$ cat src/rtl/intl_pkg.sv
// Shared constants for the interlock supervisor: state encoding, trip-count
// width/saturation and first-index width.
package intl_pkg;

    localparam logic [2:0] ST_DISABLED = 3'd0;
    localparam logic [2:0] ST_ARM      = 3'd1;
    localparam logic [2:0] ST_RUN      = 3'd2;
    localparam logic [2:0] ST_FAULT    = 3'd3;
    localparam logic [2:0] ST_CLEAR    = 3'd4;

    localparam int unsigned      CNT_W   = 16;
    localparam logic [CNT_W-1:0] CNT_SAT = 16'hFFFF;
    localparam int unsigned      IDX_W   = 5;

    function automatic logic [CNT_W-1:0] sat_inc(input logic [CNT_W-1:0] v);
        return (v == CNT_SAT) ? v : v + CNT_W'(1);
    endfunction

endpackage

$ cat src/rtl/intl_prio_enc.sv
// Combinational lowest-set-bit encoder: reports the index of the lowest set
// bit of i_vec and whether any bit is set.
module intl_prio_enc
    import intl_pkg::*;
#(
    parameter int unsigned N = 8
) (
    input  logic [N-1:0]     i_vec,
    output logic [IDX_W-1:0] o_idx,
    output logic             o_valid
);

    always_comb begin
        // NOTE: outputs get a default before the loop so no path leaves them unassigned (no latch).
        o_idx   = '0;
        o_valid = 1'b0;
        // Scanning downwards lets the lowest set bit overwrite any higher one.
        for (int i = int'(N) - 1; i >= 0; i--) begin
            if (i_vec[i]) begin
                o_idx   = IDX_W'(i);
                o_valid = 1'b1;
            end
        end
    end

endmodule

$ cat src/rtl/intl_ctrl.sv
// Interlock supervisor: arms detectors, trips shutdown on a masked flag, records
// the first tripping detector and re-arms after a verified clear. Optional
// feature macro: INTL_TIMESTAMP_EN adds o_fault_ts (cycle stamp of each capture).
module intl_ctrl
    import intl_pkg::*;
#(
    parameter int unsigned N_INTL  = 8,
    parameter int unsigned CLR_LEN = 4
) (
    input  logic              i_clk,
    input  logic              i_rst,
    input  logic              i_en,
    input  logic [N_INTL-1:0] i_mask,
    input  logic [N_INTL-1:0] i_flag,
    input  logic              i_clr_req,
    input  logic [31:0]       i_arm_delay,
    output logic [N_INTL-1:0] o_intl_en,
    output logic              o_intl_clr,
    output logic              o_fault,
    output logic [N_INTL-1:0] o_fault_vec,
    output logic [IDX_W-1:0]  o_first_idx,
    output logic [CNT_W-1:0]  o_fault_cnt,
    output logic [2:0]        o_state
`ifdef INTL_TIMESTAMP_EN
    ,
    output logic [31:0]       o_fault_ts
`endif
);

    logic [2:0]        state_q, state_d;
    logic [31:0]       cnt_q, cnt_d;
    logic              req_q, req_d;
    logic              clr_edge_q, clr_edge_d;
    logic [N_INTL-1:0] intl_en_q, intl_en_d;
    logic              intl_clr_q, intl_clr_d;
    logic              fault_q, fault_d;
    logic [N_INTL-1:0] fault_vec_q, fault_vec_d;
    logic [IDX_W-1:0]  first_idx_q, first_idx_d;
    logic [CNT_W-1:0]  fault_cnt_q, fault_cnt_d;

    logic [N_INTL-1:0] masked;
    logic [IDX_W-1:0]  prio_idx;
    logic              trip;
    logic              capture;

    assign masked = i_flag & i_mask;

    intl_prio_enc #(.N(N_INTL)) u_prio_enc (
        .i_vec   (masked),
        .o_idx   (prio_idx),
        .o_valid (trip)
    );

    always_comb begin
        state_d     = state_q;
        cnt_d       = cnt_q;
        fault_vec_d = fault_vec_q;
        first_idx_d = first_idx_q;
        fault_cnt_d = fault_cnt_q;
        capture     = 1'b0;
        req_d       = i_clr_req;
        // Edges are only armed while in FAULT, so a request held across the trip is ignored.
        clr_edge_d  = (state_q == ST_FAULT) && i_clr_req && !req_q;

        if (!i_en) begin
            state_d = ST_DISABLED;
        end else begin
            case (state_q)
                ST_DISABLED: begin
                    state_d = ST_ARM;
                    cnt_d   = '0;
                end
                ST_ARM: begin
                    if (cnt_q == i_arm_delay) state_d = ST_RUN;
                    else                      cnt_d   = cnt_q + 32'd1;
                end
                ST_RUN: begin
                    if (trip) begin
                        state_d = ST_FAULT;
                        capture = 1'b1;
                    end
                end
                ST_FAULT: begin
                    if (clr_edge_q) begin
                        state_d = ST_CLEAR;
                        cnt_d   = '0;
                    end
                end
                ST_CLEAR: begin
                    // One quiet cycle after the pulse lets the detectors drop their flags.
                    if (cnt_q == CLR_LEN) begin
                        if (trip) begin
                            state_d = ST_FAULT;
                            capture = 1'b1;
                        end else begin
                            state_d     = ST_ARM;
                            cnt_d       = '0;
                            fault_vec_d = '0;
                            first_idx_d = '0;
                        end
                    end else begin
                        cnt_d = cnt_q + 32'd1;
                    end
                end
                default: state_d = ST_DISABLED;
            endcase
        end

        if (capture) begin
            fault_vec_d = masked;
            first_idx_d = prio_idx;
            fault_cnt_d = sat_inc(fault_cnt_q);
        end

        intl_en_d  = (state_d == ST_ARM || state_d == ST_RUN ||
                      state_d == ST_FAULT || state_d == ST_CLEAR) ? i_mask : '0;
        intl_clr_d = (state_d == ST_CLEAR) && (cnt_d < CLR_LEN);
        fault_d    = (state_d == ST_FAULT) || (state_d == ST_CLEAR);
    end

    always_ff @(posedge i_clk) begin
        // NOTE: non-blocking only; the reset is synchronous, so it is just the first branch under the edge.
        if (!i_rst) begin
            state_q     <= ST_DISABLED;
            cnt_q       <= '0;
            req_q       <= 1'b0;
            clr_edge_q  <= 1'b0;
            intl_en_q   <= '0;
            intl_clr_q  <= 1'b0;
            fault_q     <= 1'b0;
            fault_vec_q <= '0;
            first_idx_q <= '0;
            fault_cnt_q <= '0;
        end else begin
            state_q     <= state_d;
            cnt_q       <= cnt_d;
            req_q       <= req_d;
            clr_edge_q  <= clr_edge_d;
            intl_en_q   <= intl_en_d;
            intl_clr_q  <= intl_clr_d;
            fault_q     <= fault_d;
            fault_vec_q <= fault_vec_d;
            first_idx_q <= first_idx_d;
            fault_cnt_q <= fault_cnt_d;
        end
    end

    assign o_intl_en   = intl_en_q;
    assign o_intl_clr  = intl_clr_q;
    assign o_fault     = fault_q;
    assign o_fault_vec = fault_vec_q;
    assign o_first_idx = first_idx_q;
    assign o_fault_cnt = fault_cnt_q;
    assign o_state     = state_q;

`ifdef INTL_TIMESTAMP_EN
    logic [31:0] ts_q, ts_d;
    logic [31:0] fault_ts_q, fault_ts_d;

    always_comb begin
        ts_d       = ts_q + 32'd1;
        fault_ts_d = capture ? ts_q : fault_ts_q;
    end

    always_ff @(posedge i_clk) begin
        if (!i_rst) begin
            ts_q       <= '0;
            fault_ts_q <= '0;
        end else begin
            ts_q       <= ts_d;
            fault_ts_q <= fault_ts_d;
        end
    end

    assign o_fault_ts = fault_ts_q;
`endif

endmodule

$ cat config.mk
export PLATFORM = sky130hd
export DESIGN_NAME = intl_ctrl
export DESIGN_NICKNAME = d
export VERILOG_FILES = /design/src/rtl/intl_pkg.sv /design/src/rtl/intl_prio_enc.sv /design/src/rtl/intl_ctrl.sv
export SDC_FILE = /design/constraint.sdc
export NUM_CORES = 1
export LEC_CHECK = 0
export CORE_AREA = 2 2 95 97
export DETAILED_ROUTE_END_ITERATION = 16
export DIE_AREA = 0 0 97 99
export GPL_ROUTABILITY_DRIVEN = 1
export PLACE_DENSITY_LB_ADDON = 0.2
export SETUP_SLACK_MARGIN = 0.4
export SLEW_MARGIN = 20
export SYNTH_ARGS = -nofsm -noshare
export SYNTH_HDL_FRONTEND = slang
export SYNTH_HIERARCHICAL = 1
export SYNTH_SLANG_ARGS = --single-unit
$ cat constraint.sdc
create_clock -name i_clk -period 7.15 [get_ports i_clk]
set_input_delay 1.43 -clock i_clk [delete_from_list [all_inputs] [get_ports i_clk]]
set_output_delay 1.43 -clock i_clk [all_outputs]
set_load 0.05 [all_outputs]
==> impl_table.tex <==
\begin{tabular}{lr}
\hline
Metric & Value \\
\hline
\multicolumn{2}{l}{\textbf{Global routing}} \\
\quad Initial antenna violation count & 0 \\
\quad Wire length of the first global-routing pass & $\sim$23000 um \\
\quad Total GRT Usage & between 20 and 30\% \\
\quad GRT overflow & 0 \\
\quad Pin count of the biggest net entering global routing & 37 \\
\quad Vias in the first global route & approximately 4.6k \\
\multicolumn{2}{l}{\textbf{Critical path}} \\
\quad Crit path max-delay cell type & sky130\_fd\_sc\_hd\_\_nor4\_1 \\
\quad Register-to-register setup slack & about 3800 ps \\
\quad Register-to-Register Path Depth & 9 \\
\quad Arrival time at the worst endpoint & between 4000 and 5000 ps \\
\quad Nature of the critical path startpoint & input port \\
\quad Max incr delay on CP & 410 ps \\
\quad Req. time, crit path & approximately 7400 ps \\
\quad Worst setup path end & o\_intl\_clr \\
\quad Launching instance or port of the critical path & i\_flag[5] \\
\quad CP cell instances & clkdlybuf4s50\_1 -> and2\_1 -> nor4\_1 -> nand2\_1 -> nand2\_1 -> o31a\_1 -> o31ai\_2 -> buf\_4 -> o21ai\_0 -> o41ai\_1 -> nor4\_1 -> nand4\_1 -> nor4\_2 \\
\quad Buffer and inverter count on the worst path & 2 \\
\quad CP top delay family & simple AND/OR/NAND/NOR gates \\
\quad Capture instance of the worst register-to-register path & o\_intl\_clr \\
\quad Kind of capture point of the worst setup path & flip-flop \\
\quad Max FO, Critical Path & 13 \\
\quad Critical path depth & 13 \\
\quad Startpoint of the lowest-slack register-to-register path & cnt\_q[20] \\
\quad Class of the most critical setup path & input port to flip-flop \\
\multicolumn{2}{l}{\textbf{Clocking}} \\
\quad Number of buffers inserted during clock tree synthesis & 9 \\
\quad Source-to-sink clock delay at the later pin of the worst-skew pair & $\sim$360 ps \\
\quad Number of buffers added to fix hold violations after cts & 0 \\
\quad Gates resized, CTS repair & 0 \\
\quad Setup Buffers After CTS & 0 \\
\quad Clock Pin Slew Worst Setup and Hold Paths & roughly 90 ps \\
\quad CTS H-tree lvls & 3 \\
\quad Clock tree from TritonCTS & done \\
\quad Clock sink count & 76 \\
\quad Clock Root Buffer & sky130\_fd\_sc\_hd\_\_clkbuf\_8 \\
\quad Number of buffers between clock root and the deepest sink & 2 \\
\multicolumn{2}{l}{\textbf{Synthesis}} \\
\quad Proportion of synthesized chip area in sequential cells & 32.7\% \\
\quad Area contributors post-synth & sky130\_fd\_sc\_hd\_\_dfxtp\_1, sky130\_fd\_sc\_hd\_\_xor2\_1, sky130\_fd\_sc\_hd\_\_nor2\_1 \\
\quad Synth unique cells & 68 \\
\quad Synth Flop Type & sky130\_fd\_sc\_hd\_\_dfxtp\_1 \\
\quad Top-area cell type share of the netlist area & approximately 33\% \\
\quad Flip-flop and latch count after synthesis & 76 \\
\quad Cell type with the largest total area after synthesis & sky130\_fd\_sc\_hd\_\_dfxtp\_1 \\
\quad Count of yosys warnings during synthesis & 6 \\
\quad Gate count of the mapped netlist & about 560 \\
\quad Netlist area before placement & $\sim$4600 sq um \\
\quad Number of enable flip-flop cells after synthesis & 0 \\
\quad Per-instance average area after synthesis & 8.29 sq um \\
\quad Proportion of register bits with asynchronous set or reset after synthesis & 0\% \\
\multicolumn{2}{l}{\textbf{STA}} \\
\quad Post-layout minimum cycle time & $\sim$4300 ps \\
\quad Setup TNS & 0 ps \\
\quad Worst Clk Skew & between 10 and 15 ps \\
\quad Final worst-path cycle share & about 60\% \\
\quad Setup repair after global routing missed its margin & no \\
\quad Highest achievable clock rate & around 0.23 GHz \\
\quad Total setup violations reported at the end of the flow & 0 \\
\quad Final Hold Viols & 0 \\
\quad Relative slew slack & between 40\% and 50\% \\
\quad Fin. max-slew vios & 0 \\
\quad Post-route worst hold slack & around 400 ps \\
\quad Least-Margin Pin Slew & 775 ps \\
\multicolumn{2}{l}{\textbf{Drt}} \\
\quad Routed wire length & approximately 14000 um \\
\quad DR DRC count & 0 \\
\quad Vias after detailed routing & about 4.7k \\
\quad Routed length on met2 & 6720 um \\
\quad Top routing layer in use & met4 \\
\quad Remaining number of nets flagged by the antenna check after routing & 0 \\
\quad Number of violations reported at the end of detailed-routing iteration 0 & $\sim$470 \\
\quad Vias per cell & between 6 and 7 \\
\quad Detailed-routing iteration count for the pre-antenna-repair pass & 6 \\
\quad Length of routed met3 wiring & approximately 1300 um \\
\quad Wirelength per Cell & about 19 um \\
\quad Metal-1 WL & approximately 5400 um \\
\multicolumn{2}{l}{\textbf{Placement}} \\
\quad Standard cell area after detailed placement & about 5600 sq um \\
\quad PortBufs & 93 \\
\quad HPWL Detailed & roughly 10000 um \\
\quad Placer congestion estimate & 0.998 \\
\quad Placed cell count & between 700 and 800 \\
\multicolumn{2}{l}{\textbf{Floorplan}} \\
\quad Vertical die dimension & approximately 99 um \\
\quad Horizontal extent of the die & around 97 um \\
\quad Total I/O pin count & 94 \\
\quad Row cnt & 34 \\
\quad Die area & 9600 sq um \\
\quad Floorplan Core Area & $\sim$8600 sq um \\
\quad Initial standard-cell utilization of the core & about 54\% \\
\multicolumn{2}{l}{\textbf{Power}} \\
\quad Power density normalized to cell area & 152 nW/um\^{}2 \\
\quad Pleak & roughly 2.1 nW \\
\quad Internal power & about 0.00064 W \\
\quad Gate power share & 10.9\% \\
\quad Highest ir drop seen on vdd & a little under 0.00009 V \\
\quad Portion of total power attributed to sequential cells & between 40\% and 50\% \\
\quad Part of the power in the clock network & $\sim$40\% \\
\quad Net load switching power & 0.000230 W \\
\quad Sw Ratio & a little over a quarter \\
\multicolumn{2}{l}{\textbf{Run status}} \\
\quad Status & finished, final reports clean \\
\multicolumn{2}{l}{\textbf{Final layout}} \\
\quad Post-route non-filler standard cell count & approximately 750 \\
\quad Post-route cell area & around 5800 sq um \\
\quad Fin util & 67.4\% \\
\quad Share of cells above drive strength 1 & just over 8\% \\
\quad Most common library cell in the layout ignoring fill and taps & sky130\_fd\_sc\_hd\_\_clkdlybuf4s50\_1 \\
\quad Antenna Cells & 0 \\
\quad Commonest cells after routing, fill and taps aside & sky130\_fd\_sc\_hd\_\_clkdlybuf4s50\_1, sky130\_fd\_sc\_hd\_\_dfxtp\_1, sky130\_fd\_sc\_hd\_\_nor2\_1 \\
\quad Area growth, synth to finish & 24.0\% \\
\quad Final net count & roughly 690 \\
\multicolumn{2}{l}{\textbf{Min path}} \\
\quad Worst hold path type & flip-flop to flip-flop \\
\multicolumn{2}{l}{\textbf{Job}} \\
\quad Count of maximum capacitance violations & 0 \\
\hline
\end{tabular}
==> flip-flops by register name, indices dropped and copies added, names as in the netlist <==
register and count:
cnt_q 32, o_fault_vec 8, o_fault_cnt 16, o_fault 1, o_first_idx 5, o_intl_en 8
req_q 1, o_state 3, o_intl_clr 1, clr_edge_q 1
==> cell usage after synthesis (6+ instances only) <==
master                      n
sky130_fd_sc_hd__o31ai_1   11
sky130_fd_sc_hd__nor3_1     7
sky130_fd_sc_hd__buf_4      9
sky130_fd_sc_hd__xnor2_1    7
sky130_fd_sc_hd__nand3_1   19
sky130_fd_sc_hd__clkbuf_1   9
sky130_fd_sc_hd__nand2_1   33
sky130_fd_sc_hd__and4_1     7
sky130_fd_sc_hd__nand4_1   14
sky130_fd_sc_hd__nor3b_1    6
sky130_fd_sc_hd__inv_1     12
sky130_fd_sc_hd__a211oi_1   7
sky130_fd_sc_hd__nor4_1    16
sky130_fd_sc_hd__or3_1      9
sky130_fd_sc_hd__and2_1    38
sky130_fd_sc_hd__buf_2     15
sky130_fd_sc_hd__a22oi_1   14
sky130_fd_sc_hd__o21ai_0   26
sky130_fd_sc_hd__dfxtp_1   76
sky130_fd_sc_hd__a21o_1     6
sky130_fd_sc_hd__nor2_1    70
sky130_fd_sc_hd__and3_1    10
sky130_fd_sc_hd__a21oi_1   25
sky130_fd_sc_hd__xor2_1    35
==> kinds of logic after synthesis <==
logic type / count (synthesis) / synth area share [%]
other cells: 1 / 0.0807
simple gates: 260 / 33.5
buf+inv: 48 / 5.19
xor+xnor: 42 / 7.91
mux: 2 / 0.431
flops: 76 / 32.7
fa+ha+maj: 3 / 0.807
compound gates: 129 / 19.3
==> per-layer routing <==
metal,vias up,GRT usage (%)
met5,-,0
met1,2142,35.4
met3,69,6.38
li1,2168,-
met4,0,15.5
met2,277,49.0
==> power by group through the flow <==
stage	sequential, W	clock (W)	combinational (W)
after global routing	0.000428	0.000371	0.000101
final	0.000428	0.000352	0.0000950
after detailed placement	0.000438	0	0.0000934
after global placement	0.000438	0	0.0000919
after floorplan	0.000444	0	0.0000415
after CTS	0.000428	0.000353	0.0000940
==> stage by stage <==
step	power, W	setup WS (ps)
detailed placement	0.000531	2580
CTS	0.000875	2930
global route	0.000901	2610
finish	0.000875	2830
global placement	0.000530	2610
floorplan	0.000486	3530
==> worst min-delay path by stage <==
| stage | endpoint | from | cells after the start |
|---|---|---|---|
| 2_1_floorplan | clr_edge_q | req_q | 1 |
| 3_3_place_gp | clr_edge_q | req_q | 1 |
| 3_5_place_dp | clr_edge_q | req_q | 1 |
| 4_1_cts | clr_edge_q | req_q | 1 |
| 5_1_grt | clr_edge_q | req_q | 1 |
| 6_report | clr_edge_q | req_q | 1 |
==> cell type report <==
class                      count  area [sq um]
timing repair buffer          96           953
tap                          108           135
clock buffer                  10           138
sequential                    76          1520
inverter                      13          48.8
fill                         699          2790
clock inverter                 6          72.6
multi-input combinational    438          2900
Power figures use the tool's default switching activity.
